### config.mk
export PLATFORM = sky130hd
export DESIGN_NAME = sram_like_arbiter
export DESIGN_NICKNAME = d
export VERILOG_FILES = /design/src/rtl/sram_like_arbiter.sv
export SDC_FILE = /design/constraint.sdc
export NUM_CORES = 1
export LEC_CHECK = 0
export ABC_AREA = 1
export BUFFER_PORTS_ARGS = -buffer_cell sky130_fd_sc_hd__clkbuf_2
export CORE_AREA = 2 2 104 106
export CTS_CLUSTER_SIZE = 20
export DETAILED_ROUTE_END_ITERATION = 16
export DIE_AREA = 0 0 106 108
export HOLD_SLACK_MARGIN = 0.03
export PLACE_DENSITY = 0.7
export SYNTH_ARGS = -nofsm -noshare
export SYNTH_HDL_FRONTEND = slang
export SYNTH_SLANG_ARGS = --single-unit
### constraint.sdc
create_clock -name clk -period 3.65 [get_ports clk]
set_input_delay 0.1825 -clock clk [delete_from_list [all_inputs] [get_ports clk]]
set_output_delay 0.1825 -clock clk [all_outputs]
set_load 0.005 [all_outputs]
### src/rtl/sram_like_arbiter.sv
// Two-master (instruction fetch / load-store) arbiter onto one SRAM-like bus.
// One outstanding transaction; request fields are latched at grant and held until completion.
module sram_like_arbiter #(
    parameter bit DATA_FIRST = 1'b1
) (
    input  logic        clk,
    input  logic        rst,

    input  logic        inst_req,
    input  logic [31:0] inst_addr,
    output logic        inst_addr_ok,
    output logic        inst_data_ok,
    output logic [31:0] inst_rdata,

    input  logic        data_req,
    input  logic        data_wr,
    input  logic [1:0]  data_size,
    input  logic [31:0] data_addr,
    input  logic [31:0] data_wdata,
    output logic        data_addr_ok,
    output logic        data_data_ok,
    output logic [31:0] data_rdata,

    output logic        bus_req,
    output logic        bus_wr,
    output logic [1:0]  bus_size,
    output logic [31:0] bus_addr,
    output logic [31:0] bus_wdata,
    input  logic        bus_addr_ok,
    input  logic        bus_data_ok,
    input  logic [31:0] bus_rdata
);

    typedef enum logic [1:0] {
        S_IDLE = 2'd0,
        S_ADDR = 2'd1,
        S_DATA = 2'd2
    } state_t;

    state_t      r_state;
    state_t      w_next_state;
    logic        r_owner_data;   // 1 = load/store port owns the bus
    logic        r_last_data;    // 1 = load/store port was granted last
    logic        r_bus_wr;
    logic [1:0]  r_bus_size;
    logic [31:0] r_bus_addr;
    logic [31:0] r_bus_wdata;

    logic        w_any_req;
    logic        w_grant_data;
    logic        w_bus_req;
    logic        w_addr_ok;
    logic        w_data_ok;

    // A lone requester always wins; ties go to data, or alternate in round-robin mode.
    assign w_any_req    = inst_req | data_req;
    assign w_grant_data = data_req & (~inst_req | DATA_FIRST | ~r_last_data);

    // NOTE: every signal written here gets a default first, so no path leaves it unassigned and no latch is inferred.
    always_comb begin
        w_next_state = r_state;
        w_bus_req    = 1'b0;
        w_addr_ok    = 1'b0;
        w_data_ok    = 1'b0;
        case (r_state)
            S_IDLE: begin
                if (w_any_req) begin
                    w_next_state = S_ADDR;
                end
            end
            S_ADDR: begin
                w_bus_req = 1'b1;
                if (bus_addr_ok) begin
                    w_addr_ok    = 1'b1;
                    w_data_ok    = bus_data_ok;
                    w_next_state = bus_data_ok ? S_IDLE : S_DATA;
                end
            end
            S_DATA: begin
                if (bus_data_ok) begin
                    w_data_ok    = 1'b1;
                    w_next_state = S_IDLE;
                end
            end
            default: begin
                w_next_state = S_IDLE;
            end
        endcase
        // Handshakes are suppressed while reset is held, even before the state register clears.
        if (rst) begin
            w_bus_req = 1'b0;
            w_addr_ok = 1'b0;
            w_data_ok = 1'b0;
        end
    end

    // NOTE: sequential state uses non-blocking assignments so every register samples pre-edge values.
    always_ff @(posedge clk) begin
        if (rst) begin
            r_state      <= S_IDLE;
            r_owner_data <= 1'b0;
            r_last_data  <= 1'b0;
            r_bus_wr     <= 1'b0;
            r_bus_size   <= 2'd0;
            r_bus_addr   <= 32'd0;
            r_bus_wdata  <= 32'd0;
        end else begin
            r_state <= w_next_state;
            if (r_state == S_IDLE && w_any_req) begin
                r_owner_data <= w_grant_data;
                r_last_data  <= w_grant_data;
                if (w_grant_data) begin
                    r_bus_wr    <= data_wr;
                    r_bus_size  <= data_size;
                    r_bus_addr  <= data_addr;
                    r_bus_wdata <= data_wdata;
                end else begin
                    r_bus_wr    <= 1'b0;
                    r_bus_size  <= 2'd2;
                    r_bus_addr  <= inst_addr;
                    r_bus_wdata <= 32'd0;
                end
            end
        end
    end

    assign bus_req   = w_bus_req;
    assign bus_wr    = r_bus_wr;
    assign bus_size  = r_bus_size;
    assign bus_addr  = r_bus_addr;
    assign bus_wdata = r_bus_wdata;

    assign inst_addr_ok = w_addr_ok & ~r_owner_data;
    assign inst_data_ok = w_data_ok & ~r_owner_data;
    assign data_addr_ok = w_addr_ok &  r_owner_data;
    assign data_data_ok = w_data_ok &  r_owner_data;

    // Read data is a plain pass-through, qualified by the owner's data_ok.
    assign inst_rdata = bus_rdata;
    assign data_rdata = bus_rdata;

endmodule
==> results.sh, run 1 <==
export IMPL_outcome="complete, no violations"
export IMPL_die_y_um=108
export IMPL_syn_avg_cell_area_um2=6.94
export IMPL_hpwl_mm=7.54
export IMPL_cts_reportedPaths_clkPinSlew_ns=0.08
export IMPL_grt_pass1_wl_mm=15.5
export IMPL_max_freq_ghz=0.423
export IMPL_finalCritPeriodShare=0.648
export IMPL_path_max_fanout=67
export IMPL_hold_path_depth=3
export IMPL_synth_top_area_share=0.405
export IMPL_antenna_found_initial=0
export IMPL_p_leak_nw=2.15
export IMPL_cp_start_kind="flip-flop"
export IMPL_wl_mm=9.94
export IMPL_hold_class="primary input to flip-flop"
export IMPL_top_layer="met4"
export IMPL_synthTopCellsByCount="nand2_1, nor2_1, buf_4"
export IMPL_setup_viol=0
export IMPL_core_area_mm2=0.0102
export IMPL_power_share_switching=0.309
export IMPL_clock_path_buffers=2
export IMPL_ir_worst_vdd_v=0.000209
export IMPL_p_clk_frac=0.330
export IMPL_routabilityCongestion=0.741
export IMPL_viasPerCell=4.53
export IMPL_holdPathEnd="bus_size[0]"
export IMPL_combinationalPowerShare=0.206
export IMPL_cp_end_kind="flip-flop"
export IMPL_nets=736
export IMPL_r2r_start="r_state[0]"
export IMPL_dieArea_mm2=0.0114
export IMPL_wl_met3_um=992
export IMPL_clk_latency_ns=0.34
export IMPL_grt_pass1_vias=3198
export IMPL_vias=3341
export IMPL_yosys_cell_count_top_type="nand2_1"
export IMPL_tightest_slew_ns=1.12
export IMPL_synth_largest_area_cell="dfxtp_1"
export IMPL_std_cell_rows=37
export IMPL_rsz0062_at_grt="no"
export IMPL_cts_tree="yes"
export IMPL_slew_headroom=0.253
export IMPL_cts_root_buf="clkbuf_8"
export IMPL_synth_area_top_cells="dfxtp_1, buf_4, nand2_1"
export IMPL_wl_met1_mm=3.66
export IMPL_grt_ovfl_total=0
export IMPL_regToRegEndpoint="bus_wdata[2]"
export IMPL_path_class="flip-flop to flip-flop"
export IMPL_seq_area_frac_synth=0.405
export IMPL_grt_max_degree=68
export IMPL_powerDensity_mw_per_mm2=469
export IMPL_fin_setup_tns_ns=0
export IMPL_synthFlopType="dfxtp_1"
export IMPL_dp_cells=721
export IMPL_r2r_cells=7
export IMPL_initial_core_util=0.338
export IMPL_cts_setup_buffers=0
export IMPL_wire_per_inst_um=13.5
export IMPL_io_buffers=176
export IMPL_wl_met2_mm=5.16
export IMPL_maxCapViolations=0
export IMPL_synth_distinct_cells=16
export IMPL_drive_gt1_frac=0.328
export IMPL_final_antenna_net_count=0
export IMPL_maxSlewViolCount=0
export IMPL_hold_violations=0
export IMPL_arrival_ns=2.56
export IMPL_ios=273
export IMPL_seq_power_share=0.464
export IMPL_cts_htree_levels=3
export IMPL_drcViolationCount=0
export IMPL_cts_hold_buf=0
export IMPL_syn2layout_area_growth_pct=18.4
export IMPL_ys_warn_count=0
export IMPL_synth_edff_count=0
export IMPL_stdcell_count=737
export IMPL_reg2reg_slack_ns=1.29
export IMPL_power_mw=1.92
export IMPL_post_cts_resized=0
export IMPL_syn_num_nets=639
export IMPL_die_w_um=106
export IMPL_power_switching_mw=0.593
export IMPL_antenna_cells=0
export IMPL_grt_use_total=0.168
export IMPL_drt_iter0_markers=131
export IMPL_required_ns=3.84
export IMPL_p_int_mw=1.33
export IMPL_ys_ff_latch=70
export IMPL_firstDrtPassIters=4
export IMPL_clkSinkCount=70
export IMPL_async_flop_share=0
export IMPL_post_synth_inst_count=499
export IMPL_finalClockSkew_ns=0.00881
export IMPL_hold_start="data_size[0]"
export IMPL_synth_cell_area_mm2=0.00346
export IMPL_cts_buffers=9
export IMPL_period_needed_ns=2.36
power by group through the flow:
stage / logic, mW / clock network, mW / registers (mW)
floorplan: 0.280 / 0 / 0.910
global placement: 0.387 / 0 / 0.906
detailed placement: 0.402 / 0 / 0.907
CTS: 0.404 / 0.662 / 0.891
global route: 0.454 / 0.692 / 0.901
finish: 0.397 / 0.635 / 0.891
cells by family after synthesis:
kind of cell	count (synthesis)	synth area share
buffers and inverters	136	0.228
and+or+nand+nor	190	0.212
adders and majority gates	3	0.0108
DFF	70	0.405
AOI/OAI and AO/OA	100	0.145
flip-flops by register name, indices dropped and copies added (netlist names):
name	cells
bus_wr	1
r_state	2
bus_wdata	32
r_owner_data	1
bus_addr	32
bus_size	2
critical path: stages, from the launching register on:
cell and delay, ns:
dfxtp_1 0.33, inv_1 0.09, ha_1 0.19, inv_1 0.09, nor2_4 0.55, inv_2 0.60, nand2_1 0.21, a21oi_1 0.09
cells in the final DEF (no fill, tap or decap), types with 2 or more instances in the layout:
cell type,n
inv_2,2
nand4_1,3
ha_1,3
nand3_1,2
inv_1,43
clkinv_2,2
o21ai_0,65
a21oi_1,35
clkbuf_8,9
dfxtp_1,70
nand2_1,110
clkinv_4,2
clkbuf_2,176
nor2_1,73
routing by layer:
metal | global-route usage | up-vias
met1 | 0.177 | 1481
met3 | 0.0705 | 12
met2 | 0.311 | 178
met4 | 0.0423 | 0
li1 | - | 1670
met5 | 0 | -
metrics by stage:
stage               setup WS [ns]  instance area, µm²  hold slack (ns)  utilization
detailed placement           1.29                3900            0.365        0.381
global placement             1.44                3900            0.365        0.381
global route                 1.03                4100           0.0437        0.401
floorplan                    2.28                3460            0.330            -
finish                       1.29                4100           0.0676        0.401
CTS                          1.29                4100           0.0427        0.401
layout make-up:
class / instances / area (µm²)
Fill cell: 1079 / 6130
Sequential cell: 70 / 1400
Multi-Input combinational cell: 293 / 1270
Timing Repair Buffer: 177 / 888
Tap cell: 136 / 170
Inverter: 45 / 169
Clock buffer: 9 / 124
Clock inverter: 7 / 73.8
worst max path at each step:
stage | start | endpoint | slack [ns] | depth (start not counted)
2_1_floorplan | r_state[0] | bus_addr[0] | 2.28 | 9
3_3_place_gp | rst | inst_data_ok | 1.44 | 5
3_5_place_dp | r_state[0] | bus_wdata[2] | 1.29 | 7
4_1_cts | r_state[0] | bus_wdata[2] | 1.29 | 7
5_1_grt | r_state[0] | bus_addr[16] | 1.03 | 7
6_report | r_state[0] | bus_wdata[2] | 1.29 | 7
Note: power is estimated with default switching activity, not from simulation.
==> run 2: changes to the inputs <==
--- a/config.mk
+++ b/config.mk
@@ -12,7 +12,7 @@
 export DETAILED_ROUTE_END_ITERATION = 16
 export DIE_AREA = 0 0 106 108
 export HOLD_SLACK_MARGIN = 0.03
-export PLACE_DENSITY = 0.7
+export PLACE_DENSITY = 0.73
 export SYNTH_ARGS = -nofsm -noshare
 export SYNTH_HDL_FRONTEND = slang
 export SYNTH_SLANG_ARGS = --single-unit
==> constraint.sdc (replaced) <==
create_clock -name clk -period 2.1 [get_ports clk]
set_input_delay 0.105 -clock clk [delete_from_list [all_inputs] [get_ports clk]]
set_output_delay 0.105 -clock clk [all_outputs]
set_load 0.005 [all_outputs]
==> results.sh, run 2 (synthesized netlist as in run 1, its figures left out) <==
export IMPL_rsz0062_at_grt="no"
export IMPL_r2r_cells=8
export IMPL_layout_common_cells="clkbuf_2, nand2_1, nor2_1"
export IMPL_initial_core_util=0.338
export IMPL_hold_class="primary input to flip-flop"
export IMPL_maxSlewViolCount=0
export IMPL_cp_end_kind="flip-flop"
export IMPL_tightest_slew_ns=0.562
export IMPL_syn2layout_area_growth_pct=31.8
export IMPL_final_core_util=0.446
export IMPL_slew_headroom=0.625
export IMPL_grt_pass1_vias=3347
export IMPL_outcome="complete, no violations"
export IMPL_power_mw=3.75
export IMPL_reg2reg_slack_ns=0.51
export IMPL_cts_buffers=9
export IMPL_cts_reportedPaths_clkPinSlew_ns=0.08
export IMPL_cts_root_buf="clkbuf_8"
export IMPL_die_w_um=106
export IMPL_wire_per_inst_um=13.5
export IMPL_cts_htree_levels=3
export IMPL_wl_mm=10.5
export IMPL_core_area_mm2=0.0102
export IMPL_cp_start_kind="flip-flop"
export IMPL_path_class="flip-flop to flip-flop"
export IMPL_final_common_cell="clkbuf_2"
export IMPL_p_leak_nw=2.36
export IMPL_hold_violations=0
export IMPL_finalWorstSetupSlack_ns=0.515
export IMPL_hold_path_depth=4
export IMPL_dieArea_mm2=0.0114
export IMPL_dp_slack_ns=0.561
export IMPL_cts_tree="yes"
export IMPL_firstDrtPassIters=4
export IMPL_routabilityCongestion=0.796
export IMPL_ios=273
export IMPL_io_buffers=176
export IMPL_clkSinkCount=70
export IMPL_grt_use_total=0.180
export IMPL_arrival_ns=1.85
export IMPL_hpwl_mm=7.44
export IMPL_vias=3467
export IMPL_clock_path_buffers=2
export IMPL_cp_slowest_cell="buf_4"
export IMPL_die_y_um=108
export IMPL_cts_setup_buffers=0
export IMPL_finalCritPeriodShare=0.755
export IMPL_antenna_found_initial=1
export IMPL_final_antenna_net_count=0
export IMPL_clk_latency_ns=0.34
export IMPL_r2r_start="r_state[0]"
export IMPL_hold_start="bus_data_ok"
export IMPL_max_freq_ghz=0.631
export IMPL_grt_ovfl_total=0
export IMPL_std_cell_rows=37
export IMPL_drt_iter0_markers=182
export IMPL_ir_worst_vdd_v=0.000357
export IMPL_grt_max_degree=51
export IMPL_drcViolationCount=0
export IMPL_path_max_fanout=39
export IMPL_finalClockSkew_ns=0.00994
export IMPL_critPathLaunch="r_state[0]"
export IMPL_viasPerCell=4.46
export IMPL_crit_chain="inv_1 > ha_1 > inv_1 > nor2_4 > inv_2 > buf_4 > nand2_1 > a21oi_1"
export IMPL_grt_pass1_wl_mm=16.1
export IMPL_holdWs_ns=0.0777
export IMPL_setup_viol=0
export IMPL_path_common_cell="inv_1"
export IMPL_period_needed_ns=1.59
export IMPL_maxCapViolations=0
export IMPL_crit_path_max_incr_delay_ns=0.35
export IMPL_nets=776
export IMPL_drive_gt1_frac=0.315
export IMPL_powerDensity_mw_per_mm2=822
export IMPL_post_cts_resized=0
export IMPL_required_ns=2.37
export IMPL_fin_setup_tns_ns=0
==> run 2: path summary, 6_finish.rpt <==
path	end
hold reg to reg	bus_wdata[23]
setup / recovery	bus_wdata[0]
hold / removal	r_state[1]
setup reg to reg	bus_wdata[0]
==> run 2: layout make-up <==
class                           instances  area [µm²]
Fill cell                            1090        5670
Sequential cell                        70        1400
Timing Repair Buffer                  217        1280
Multi-Input combinational cell        293        1270
Tap cell                              136         170
Inverter                               45         169
Clock inverter                          7         146
Clock buffer                            9         124
Antenna cell                            1        2.50
==> run 2: layer usage <==
metal,part of all wire,GRT usage,up-vias,wire (µm)
met5,0,0,-,0
met4,0.034,0.0836,0,362
met3,0.10,0.0693,26,1060
met2,0.50,0.319,196,5220
met1,0.37,0.189,1489,3860
li1,-,-,1756,-
==> run 2: worst max-delay path: cells and delay by family (launching register included) <==
kind / cells / cell delay (ns)
AOI/OAI and AO/OA: 1 / 0.17
adders and majority gates: 1 / 0.22
buffers and inverters: 4 / 0.59
and+or+nand+nor: 2 / 0.18
DFF: 1 / 0.34
==> run 2: timing repair <==
action                                  in CTS  in global routing
hold buffers                                35                  0
endpoints found under the setup margin       0                  0
endpoints found under the hold margin       35                  0
==> run 2: power by group <==
group	switching, mW	internal, mW
sequential	0.0699	1.47
combinational	0.424	0.339
clock	0.528	0.915
total	1.02	2.73
==> run 2: through the flow <==
| stage | instance area [µm²] | cells |
|---|---|---|
| 3_5_place_dp | 3940 | 726 |
| 6_report | 4560 | 778 |
| 2_1_floorplan | 3460 | 499 |
| 4_1_cts | 4560 | 777 |
| 5_1_grt | 4560 | 777 |
| 3_3_place_gp | 3940 | 726 |
==> run 3: changes to the inputs <==
--- a/config.mk
+++ b/config.mk
@@ -7,12 +7,12 @@
 export LEC_CHECK = 0
 export ABC_AREA = 1
 export BUFFER_PORTS_ARGS = -buffer_cell sky130_fd_sc_hd__clkbuf_2
-export CORE_AREA = 2 2 104 106
+export CORE_AREA = 2 2 105 107
 export CTS_CLUSTER_SIZE = 20
 export DETAILED_ROUTE_END_ITERATION = 16
-export DIE_AREA = 0 0 106 108
+export DIE_AREA = 0 0 107 109
 export HOLD_SLACK_MARGIN = 0.03
-export PLACE_DENSITY = 0.73
+export PLACE_DENSITY = 0.69
 export SYNTH_ARGS = -nofsm -noshare
 export SYNTH_HDL_FRONTEND = slang
 export SYNTH_SLANG_ARGS = --single-unit
==> constraint.sdc (replaced) <==
create_clock -name clk -period 1.5 [get_ports clk]
set_input_delay 0.075 -clock clk [delete_from_list [all_inputs] [get_ports clk]]
set_output_delay 0.075 -clock clk [all_outputs]
set_load 0.005 [all_outputs]
==> results.sh, run 3 (synthesized netlist as in run 1, its figures left out) <==
export IMPL_path_max_fanout=3
export IMPL_setup_viol=0
export IMPL_cp_end_kind="output port"
export IMPL_hpwl_mm=7.34
export IMPL_wl_met3_um=905
export IMPL_path_class="flip-flop to output port"
export IMPL_arrival_ns=1.38
export IMPL_viasPerCell=4.47
export IMPL_postPlaceCellArea_mm2=0.00399
export IMPL_maxCapViolations=0
export IMPL_required_ns=1.42
export IMPL_grt_max_degree=43
export IMPL_antenna_found_initial=0
export IMPL_powerDensity_mw_per_mm2=1080
export IMPL_final_antenna_net_count=0
export IMPL_wire_per_inst_um=13.4
export IMPL_holdWs_ns=0.0686
export IMPL_grt_pass1_wl_mm=16.1
export IMPL_core_area_mm2=0.0106
export IMPL_grt_use_total=0.175
export IMPL_period_needed_ns=1.45
export IMPL_p_leak_nw=2.40
export IMPL_cp_start_kind="flip-flop"
export IMPL_hold_path_depth=5
export IMPL_drive_gt1_frac=0.342
export IMPL_cts_tree="yes"
export IMPL_finalClockSkew_ns=0.00692
export IMPL_clock_path_buffers=2
export IMPL_die_w_um=107
export IMPL_wl_met2_mm=5.48
export IMPL_firstDrtPassIters=4
export IMPL_wl_met1_mm=4.06
export IMPL_max_freq_ghz=0.687
export IMPL_finalCritPeriodShare=0.970
export IMPL_cts_htree_levels=3
export IMPL_routabilityCongestion=0.745
export IMPL_stdcell_count=789
export IMPL_layout_common_cells="clkbuf_2, nand2_1, nor2_1"
export IMPL_die_y_um=109
export IMPL_antenna_cells=0
export IMPL_clk_latency_ns=0.34
export IMPL_io_buffers=176
export IMPL_grt_ovfl_total=0
export IMPL_tightest_slew_ns=0.403
export IMPL_drt_iter0_markers=138
export IMPL_top_layer="met4"
export IMPL_ios=273
export IMPL_slew_headroom=0.732
export IMPL_drcViolationCount=0
export IMPL_std_cell_rows=38
export IMPL_dp_cells=733
export IMPL_rsz0062_at_grt="yes"
export IMPL_wl_mm=10.6
export IMPL_dieArea_mm2=0.0117
export IMPL_outcome="complete, no violations"
export IMPL_r2r_cells=8
export IMPL_nets=784
export IMPL_hold_violations=0
export IMPL_cts_root_buf="clkbuf_8"
export IMPL_hold_class="primary input to flip-flop"
export IMPL_cts_reportedPaths_clkPinSlew_ns=0.08
export IMPL_grt_pass1_vias=3342
export IMPL_vias=3525
export IMPL_ir_worst_vdd_v=0.000511
export IMPL_clkSinkCount=70
export IMPL_fin_area_mm2=0.00468
export IMPL_cts_buffers=9
export IMPL_final_common_cell="clkbuf_2"
export IMPL_syn2layout_area_growth_pct=35.3
export IMPL_maxSlewViolCount=0
export IMPL_initial_core_util=0.326
[run 3: repair_timing]
item                                    4_1_cts  5_1_grt
resized for setup                             6       19
gates cloned                                  0        1
endpoints found under the hold margin        36        0
pin swaps                                     3        7
endpoints found under the setup margin        4       40
buffers inserted                              1        2
hold buffers                                 36        0
[run 3: worst paths after layout]
| path | startpoint | endpoint | slack (ns) |
|---|---|---|---|
| min reg2reg | bus_wdata[28] | bus_wdata[28] | 0.46 |
| min | data_addr[26] | bus_addr[26] | 0.07 |
| max | r_state[1] | data_data_ok | 0.05 |
| max reg2reg | r_state[0] | bus_wdata[0] | 0.14 |
[run 3: worst max-delay path, cell delays in order, from the launching register on]
cell     delay (ns)
dfxtp_4        0.37
inv_4          0.07
ha_4           0.14
nand2_2        0.06
nand2_1        0.07
nand4_1        0.10
nor2_1         0.12
buf_2          0.12
[run 3: area by class of cell]
cell class	instances	area [µm²]
clock inverter	7	96.3
timing repair buffer	225	1380
multi-input combinational	293	1320
tap	140	175
clock buffer	9	124
inverter	45	179
fill	1106	5920
sequential	70	1410
[run 3: per-layer routing]
metal,vias to the layer above,global-route usage
met3,17,0.0592
met5,-,0
li1,1775,-
met2,191,0.319
met4,0,0.0622
met1,1542,0.189
[run 3: through the flow]
stage               worst slack, ns  TNS, ns  utilization  power [mW]
floorplan                     0.129        0            -        2.89
global placement             0.0689        0        0.376        3.24
global route                -0.0468   -0.170        0.442        5.38
detailed placement           0.0227        0        0.376        3.24
CTS                         0.00449        0        0.433        5.09
finish                       0.0453        0        0.442        5.07
[run 3: where the power goes]
| part | internal, mW | total, mW | switching (mW) |
|---|---|---|---|
| Combinational | 0.554 | 1.18 | 0.621 |
| Sequential | 2.06 | 2.17 | 0.112 |
| Clock | 0.946 | 1.72 | 0.779 |
| Total | 3.56 | 5.07 | 1.51 |
